--- src/rtl/cpu_pkg.sv ---
// cpu_pkg
// Shared definitions for the 4-entry, 8-bit-instruction pipeline CPU and its
// instruction-memory loader: geometry constants, opcode encodings, instruction
// field positions, the loader state enum and the loader output flags.
package cpu_pkg;

  // Instruction memory geometry
  localparam int IW    = 8;
  localparam int DEPTH = 4;
  localparam int AW    = 2;

  // Opcode encodings (instruction bits [7:6])
  localparam logic [1:0] OP_ADD  = 2'b00;
  localparam logic [1:0] OP_SUB  = 2'b01;
  localparam logic [1:0] OP_LOAD = 2'b10;

  // Instruction field slice positions
  localparam int OPC_HI = 7;
  localparam int OPC_LO = 6;
  localparam int RD_HI  = 5;
  localparam int RD_LO  = 4;
  localparam int RS1_HI = 3;
  localparam int RS1_LO = 2;
  localparam int RS2_HI = 1;
  localparam int RS2_LO = 0;

  // Loader sequencing states
  typedef enum logic [2:0] {
    IDLE,
    LEN,
    DATA,
    CSUM,
    FILLING,
    DONE,
    ERR
  } loader_state_t;

  // Flags the loader presents to the outside world; registered together
  // with the state so every flag is a clean flop output.
  typedef struct packed {
    logic in_ready;
    logic busy;
    logic done;
    logic err;
    logic cpu_rst;
  } loader_outs_t;

  // Output flags that belong to a given state. The FSM loads these into
  // its output register on the same edge it enters the state.
  function automatic loader_outs_t state_outs(input loader_state_t s);
    loader_outs_t o;
    o.in_ready = (s == LEN) || (s == DATA) || (s == CSUM);
    o.busy     = (s == LEN) || (s == DATA) || (s == CSUM) || (s == FILLING);
    o.done     = (s == DONE);
    o.err      = (s == ERR);
    o.cpu_rst  = (s != DONE);
    return o;
  endfunction

endpackage

--- src/rtl/imem_loader_if.sv ---
// imem_loader_if
// Bundles the loader's byte-stream handshake and the CPU fetch port.
//   in_valid / in_data / in_ready : framed byte stream into the loader
//   rd_addr / rd_data             : CPU fetch address and instruction
// master : the side that sends bytes and fetches instructions (source/CPU/bench)
// slave  : the loader itself
interface imem_loader_if #(
  parameter int IW = 8,
  parameter int AW = 2
);

  logic          in_valid;
  logic [7:0]    in_data;
  logic          in_ready;
  logic [AW-1:0] rd_addr;
  logic [IW-1:0] rd_data;

  modport master (
    output in_valid,
    output in_data,
    output rd_addr,
    input  in_ready,
    input  rd_data
  );

  modport slave (
    input  in_valid,
    input  in_data,
    input  rd_addr,
    output in_ready,
    output rd_data
  );

endinterface

--- src/rtl/imem_loader_instr_ram.sv ---
// instr_ram
// DEPTH x IW instruction storage.
//   clk, rst : clock and synchronous active-high clear (all entries -> FILL)
//   we, waddr, wdata : synchronous write port
//   raddr, rdata     : combinational read port
module instr_ram #(
  parameter int             IW    = 8,
  parameter int             DEPTH = 4,
  parameter int             AW    = 2,
  parameter logic [IW-1:0]  FILL  = '0
) (
  input  logic          clk,
  input  logic          rst,
  input  logic          we,
  input  logic [AW-1:0] waddr,
  input  logic [IW-1:0] wdata,
  input  logic [AW-1:0] raddr,
  output logic [IW-1:0] rdata
);

  logic [IW-1:0] mem [DEPTH];

  // Storage array: reset wipes every entry back to the fill value so a
  // half-loaded program never survives an abort.
  always_ff @(posedge clk) begin
    if (rst) begin
      for (int i = 0; i < DEPTH; i++) begin
        mem[i] <= FILL;
      end
    end else if (we) begin
      mem[waddr] <= wdata;
    end
  end

  assign rdata = mem[raddr];

endmodule

--- src/rtl/imem_loader.sv ---
// imem_loader
// Instruction-memory writer and boot sequencer. Accepts a framed byte stream
// (count N, N instructions, XOR checksum), writes the instructions into the
// memory it owns, pads the rest with FILL and releases the CPU from reset
// only once a complete, checksum-valid program is in place.
//   clk, rst : clock, synchronous active-high reset
//   start    : one-cycle pulse beginning a load (IDLE, DONE, ERR only)
//   bus      : byte stream (in_valid/in_data/in_ready) and fetch port
//              (rd_addr/rd_data, combinational)
//   cpu_rst  : CPU reset, low only in DONE
//   busy     : load in progress (LEN, DATA, CSUM, FILLING)
//   done     : program loaded and verified
//   err      : bad length or checksum; held until the next start or rst
import cpu_pkg::*;

module imem_loader #(
  parameter int            IW    = cpu_pkg::IW,
  parameter int            DEPTH = cpu_pkg::DEPTH,
  parameter int            AW    = cpu_pkg::AW,
  parameter logic [IW-1:0] FILL  = 8'h00
) (
  input  logic             clk,
  input  logic             rst,
  input  logic             start,
  imem_loader_if.slave     bus,
  output logic             cpu_rst,
  output logic             busy,
  output logic             done,
  output logic             err
);

  localparam logic [7:0]    DEPTH_B  = 8'(DEPTH);
  localparam logic [AW:0]   FULL_LEN = (AW+1)'(DEPTH);
  localparam logic [AW:0]   LEN_ONE  = (AW+1)'(1);
  localparam logic [AW-1:0] PTR_ONE  = AW'(1);
  localparam logic [AW-1:0] LAST_PTR = AW'(DEPTH - 1);

  loader_state_t state;
  loader_outs_t  outs;
  logic [AW:0]   len;
  logic [AW-1:0] wr_ptr;
  logic [7:0]    acc;

  logic          xfer;
  logic          ram_we;
  logic [IW-1:0] ram_wdata;

  assign xfer = bus.in_valid && outs.in_ready;

  // Memory writes happen on every accepted instruction byte and on every
  // padding cycle; padding always writes FILL.
  assign ram_we    = ((state == DATA) && xfer) || (state == FILLING);
  assign ram_wdata = (state == FILLING) ? FILL : bus.in_data[IW-1:0];

  // Load sequencer. Each transition loads the destination state's flags
  // into the output register on the same edge, so all status outputs are
  // flop outputs that change exactly when the state does.
  always_ff @(posedge clk) begin
    if (rst) begin
      state  <= IDLE;
      outs   <= state_outs(IDLE);
      len    <= '0;
      wr_ptr <= '0;
      acc    <= '0;
    end else begin
      case (state)
        IDLE: begin
          if (start) begin
            state <= LEN;
            outs  <= state_outs(LEN);
          end
        end
        LEN: begin
          if (xfer) begin
            if ((bus.in_data == 8'h00) || (bus.in_data > DEPTH_B)) begin
              state <= ERR;
              outs  <= state_outs(ERR);
            end else begin
              len    <= bus.in_data[AW:0];
              acc    <= bus.in_data;
              wr_ptr <= '0;
              state  <= DATA;
              outs   <= state_outs(DATA);
            end
          end
        end
        DATA: begin
          // wr_ptr counts writes; the N-th write is the one where the
          // post-increment count equals N.
          if (xfer) begin
            acc    <= acc ^ bus.in_data;
            wr_ptr <= wr_ptr + PTR_ONE;
            if (({1'b0, wr_ptr} + LEN_ONE) == len) begin
              state <= CSUM;
              outs  <= state_outs(CSUM);
            end
          end
        end
        CSUM: begin
          if (xfer) begin
            if (bus.in_data == acc) begin
              if (len == FULL_LEN) begin
                state <= DONE;
                outs  <= state_outs(DONE);
              end else begin
                state <= FILLING;
                outs  <= state_outs(FILLING);
              end
            end else begin
              state <= ERR;
              outs  <= state_outs(ERR);
            end
          end
        end
        FILLING: begin
          // wr_ptr already points just past the program; pad until it wraps.
          wr_ptr <= wr_ptr + PTR_ONE;
          if (wr_ptr == LAST_PTR) begin
            state <= DONE;
            outs  <= state_outs(DONE);
          end
        end
        DONE, ERR: begin
          if (start) begin
            state <= LEN;
            outs  <= state_outs(LEN);
          end
        end
        default: begin
          state <= IDLE;
          outs  <= state_outs(IDLE);
        end
      endcase
    end
  end

  instr_ram #(
    .IW    (IW),
    .DEPTH (DEPTH),
    .AW    (AW),
    .FILL  (FILL)
  ) u_ram (
    .clk   (clk),
    .rst   (rst),
    .we    (ram_we),
    .waddr (wr_ptr),
    .wdata (ram_wdata),
    .raddr (bus.rd_addr),
    .rdata (bus.rd_data)
  );

  assign bus.in_ready = outs.in_ready;
  assign busy         = outs.busy;
  assign done         = outs.done;
  assign err          = outs.err;
  assign cpu_rst      = outs.cpu_rst;

endmodule

--- src/flat_wrapper.sv ---
// flat-port wrapper written by rule: the top's interface ports become plain ports
module imem_loader_flat 
#(
  parameter int            IW    = cpu_pkg::IW,
  parameter int            DEPTH = cpu_pkg::DEPTH,
  parameter int            AW    = cpu_pkg::AW,
  parameter logic [IW-1:0] FILL  = 8'h00
)
  (clk, rst, start, cpu_rst, busy, done, err, bus_in_valid, bus_in_data, bus_rd_addr, bus_in_ready, bus_rd_data);
  imem_loader_if #(.IW(IW), .AW(AW)) bus_i ();
  input  logic clk;
  input  logic rst;
  input  logic start;
  output logic cpu_rst;
  output logic busy;
  output logic done;
  output logic err;
  input wire logic [$bits(bus_i.in_valid)-1:0] bus_in_valid;
  input wire logic [$bits(bus_i.in_data)-1:0] bus_in_data;
  input wire logic [$bits(bus_i.rd_addr)-1:0] bus_rd_addr;
  output wire logic [$bits(bus_i.in_ready)-1:0] bus_in_ready;
  output wire logic [$bits(bus_i.rd_data)-1:0] bus_rd_data;
  assign bus_i.in_valid = bus_in_valid;
  assign bus_i.in_data = bus_in_data;
  assign bus_i.rd_addr = bus_rd_addr;
  assign bus_in_ready = bus_i.in_ready;
  assign bus_rd_data = bus_i.rd_data;
  imem_loader #(.IW(IW), .DEPTH(DEPTH), .AW(AW), .FILL(FILL)) u_core (.clk(clk), .rst(rst), .start(start), .bus(bus_i), .cpu_rst(cpu_rst), .busy(busy), .done(done), .err(err));
endmodule
--- config.mk ---
export PLATFORM = sky130hd
export DESIGN_NAME = imem_loader_flat
export DESIGN_NICKNAME = d
export VERILOG_FILES = /design/src/rtl/cpu_pkg.sv /design/src/rtl/imem_loader_if.sv /design/src/rtl/imem_loader_instr_ram.sv /design/src/rtl/imem_loader.sv /design/src/flat_wrapper.sv
export SDC_FILE = /design/constraint.sdc
export NUM_CORES = 1
export LEC_CHECK = 0
export BUFFER_PORTS_ARGS = -buffer_cell sky130_fd_sc_hd__buf_2
export CAP_MARGIN = 25
export CORE_ASPECT_RATIO = 1.2
export CORE_UTILIZATION = 55
export CTS_CLUSTER_DIAMETER = 50
export DETAILED_ROUTE_END_ITERATION = 10
export GPL_ROUTABILITY_DRIVEN = 0
export PLACE_DENSITY = 0.86
export RECOVER_POWER = 25
export SYNTH_ARGS = -nofsm -noshare
export SYNTH_HDL_FRONTEND = slang
export SYNTH_SLANG_ARGS = --single-unit
--- constraint.sdc ---
create_clock -name clk -period 2.64 [get_ports clk]
set_clock_uncertainty 0.05 [all_clocks]
set_input_delay 0.528 -clock clk [delete_from_list [all_inputs] [get_ports clk]]
set_output_delay 0.528 -clock clk [all_outputs]
set_load 0.03 [all_outputs]
==> impl_metrics.ini <==
[grt]
gr-total-overflow = 0
grt.total_usage_pct = 25.0
antenna_found_initial = 0
grt_pass1_wl_um = 9910
grt_pass1_vias = 2024
grt_start_max_net_pins = 24

[floorplanning]
rows = 28
die_x_um = 66.9
start_util_pct = 56.7
dieArea_mm2 = 0.00534
io_pins = 27
core_area_mm2 = 0.00490
dieHeight_um = 79.9

[cts]
clkLatencyLatePin_ns = 0.31
cts_made_buffers = 5
hold_buffers = 0
clock_path_buffers = 2
cts_resized = 0
cts_tree = done
clkTransAtPathRegs_ns = 0.09
clock_sinks = 53
htreeDepth = 2
cts-root-buf = clkbuf_8
post_cts_buffers = 0

[pwr]
p_leak_nw = 1.16
switching_share_pct = 35.9
p_seq_share_pct = 44.5
power_mw = 2.47
internal_power_mw = 1.58
power.density_mw_per_mm2 = 809
p_comb_share_pct = 33.3
p_clk_share_pct = 22.2
irDropWorstVdd_uv = 805
p_switching_mw = 0.885

[finish]
synthToLayoutAreaGrowth_pct = 9.81
mostFrequentLayoutCell = nor2_1
regArea_mm2 = 0.00138
final_cell_mix = 44 x nor2_1, 32 x edfxtp_1, 21 x buf_2, 21 x dfxtp_1, 16 x nand2_1
drive_gt1_share_pct = 23.2
multi_input_area_mm2 = 0.00130
nNetsFinal = 294
fillCellCount = 406
antenna_cells = 0

[timing]
drv_slew = 0
finalSetupTns_ns = 0
min_period_ns = 2.24
worstMarginPinSlew_ns = 0.983
whs_ns = 0.430
report.final.setup_viol = 0
grt_setup_unrepaired = no
finalHoldViolCount = 0
period_share_pct = 85.0
maxSlewHeadroom_pct = 33.9
fmax_mhz = 446

[yosys]
yosysTopAreaCellShare_pct = 34.6
syn_inst = 254
seq_area_frac_synth_pct = 49.7
synth_mux_area_share_pct = 7.97
yosysTopAreaCell = edfxtp_1
async_flop_share_pct = 0
synth_top_family_by_area = simple AND/OR/NAND/NOR gates
synth_compound_gate_area_share_pct = 15.4
synthAdderAreaFrac_pct = 0.450
ys_top_cells_by_area = edfxtp_1 35%, dfxtp_1 15%, mux4_2 6.5%
syn-num-nets = 269
avgSynthCellArea_um2 = 10.9
ys_seq_elements = 53
ys.flop_type = edfxtp_1
syn_area_mm2 = 0.00278
synth_edf_count = 32
synth-simple-area-share_pct = 19.4
synth.distinct_cells = 63
synth_warnings = 0
yosys.area_share.xor_xnor_pct = 3.47

[worst_setup_path]
critPathMaxFanout = 11
arrival_ns = 2.18
cp_slowest_cell = a211o_1
timing.critical_path.from_type = flop
path_cells = inv_1 -> nand3_1 -> a211o_1 -> or3b_1 -> nand2b_1
critPathCaptureType = flop
worst_path_largest_cell_delay_ns = 0.45
critical_path_class = flop to flop
required_ns = 2.57

[route]
top_layer = met4
vias = 2087
drt_pass1_iterations = 4
vias_per_cell = 6.14
wl_per_cell_um = 17.3
ant_nets = 0
routed-wl-met2_um = 3190
drc = 0
wl_met3_um = 244
drtIter0Drc = 205
postRouteWirelength_um = 5870
m1WireLength_um = 2350

[run_status]
status = complete, no violations

[placement]
io_buffers = 26
dp.final_hpwl_um = 4170

[min_path]
hold_class = flop to flop

[run]
drv_cap = 0
## power groups by stage
| stage | registers [mW] | clock network (mW) | logic, mW |
|---|---|---|---|
| after floorplan | 1.11 | 0 | 0.615 |
| after global placement | 1.11 | 0 | 0.804 |
| after detailed placement | 1.11 | 0 | 0.817 |
| after CTS | 1.09 | 0.555 | 0.830 |
| after global routing | 1.11 | 0.594 | 0.891 |
| final | 1.10 | 0.549 | 0.821 |
## Yosys cell counts (all sizes together) (2+ instances only)
master	instances
nor2b	4
mux4	8
inv	4
nor2	52
edfxtp	32
or3b	4
a21oi	12
o221ai	2
buf	7
o31ai	2
xnor2	4
o21ai	6
clkbuf	9
o2bb2ai	3
nand2	16
dfxtp	21
nor3	5
nand4	2
o221a	2
or3	4
a311o	5
and3	2
o21a	3
xor2	7
nand3	2
a31oi	4
nand2b	7
and2	2
mux2i	3
## metrics by stage
step | instances | setup WS, ns | utilization [%] | instance area, um^2
2_1_floorplan | 254 | 0.262 | - | 2780
3_3_place_gp | 332 | 0.243 | 60.3 | 2960
3_5_place_dp | 332 | 0.198 | 60.3 | 2960
4_1_cts | 340 | 0.401 | 62.6 | 3070
5_1_grt | 340 | 0.207 | 62.2 | 3050
6_report | 340 | 0.395 | 62.2 | 3050
## critical path, delay by kind of cell, from the launching register on
kind / cells / cell delay, ns
buffers and inverters: 1 / 0.19
AO/OA/AOI/OAI: 1 / 0.45
AND/OR/NAND/NOR: 3 / 0.84
flip-flops: 1 / 0.39
## worst paths after layout
check / from / to / slack (ns) / cells past startpoint
setup / recovery: u_core.state[2] / u_core.u_ram.mem[1][3] / 0.40 / 5
hold reg to reg: u_core.err / u_core.err / 0.43 / 1
setup reg to reg: u_core.state[2] / u_core.u_ram.mem[1][3] / 0.40 / 5
hold / removal: u_core.err / u_core.err / 0.43 / 1
## per-layer routing
layer / vias to the layer above / global-route usage, %
li1: 989 / -
met1: 1019 / 30.3
met2: 68 / 43.5
met3: 11 / 4.29
met4: 0 / 9.36
met5: - / 0
## sequential cells by signal, summed over array words and instances, names as in the netlist, 2 cells and up
register / cells
u_core.u_ram.mem: 32
u_core.acc: 8
u_core.len: 3
u_core.state: 3
u_core.wr_ptr: 2
## final cells by class
class / instances / area share [%]
timing repair buffer: 34 / 5.66
clock inverter: 2 / 1.27
inverter: 4 / 0.492
sequential: 53 / 45.2
multi-input combinational: 181 / 42.5
clock buffer: 6 / 2.38
tap: 60 / 2.46
## cell families after synthesis
| family | count (synthesis) |
|---|---|
| buffers and inverters | 20 |
| muxes | 12 |
| AOI/OAI and AO/OA | 54 |
| adders and majority gates | 1 |
| xor gates and xnor gates | 11 |
| and+or+nand+nor | 103 |
| DFF | 53 |
Note: power is estimated with default switching activity, not from simulation.
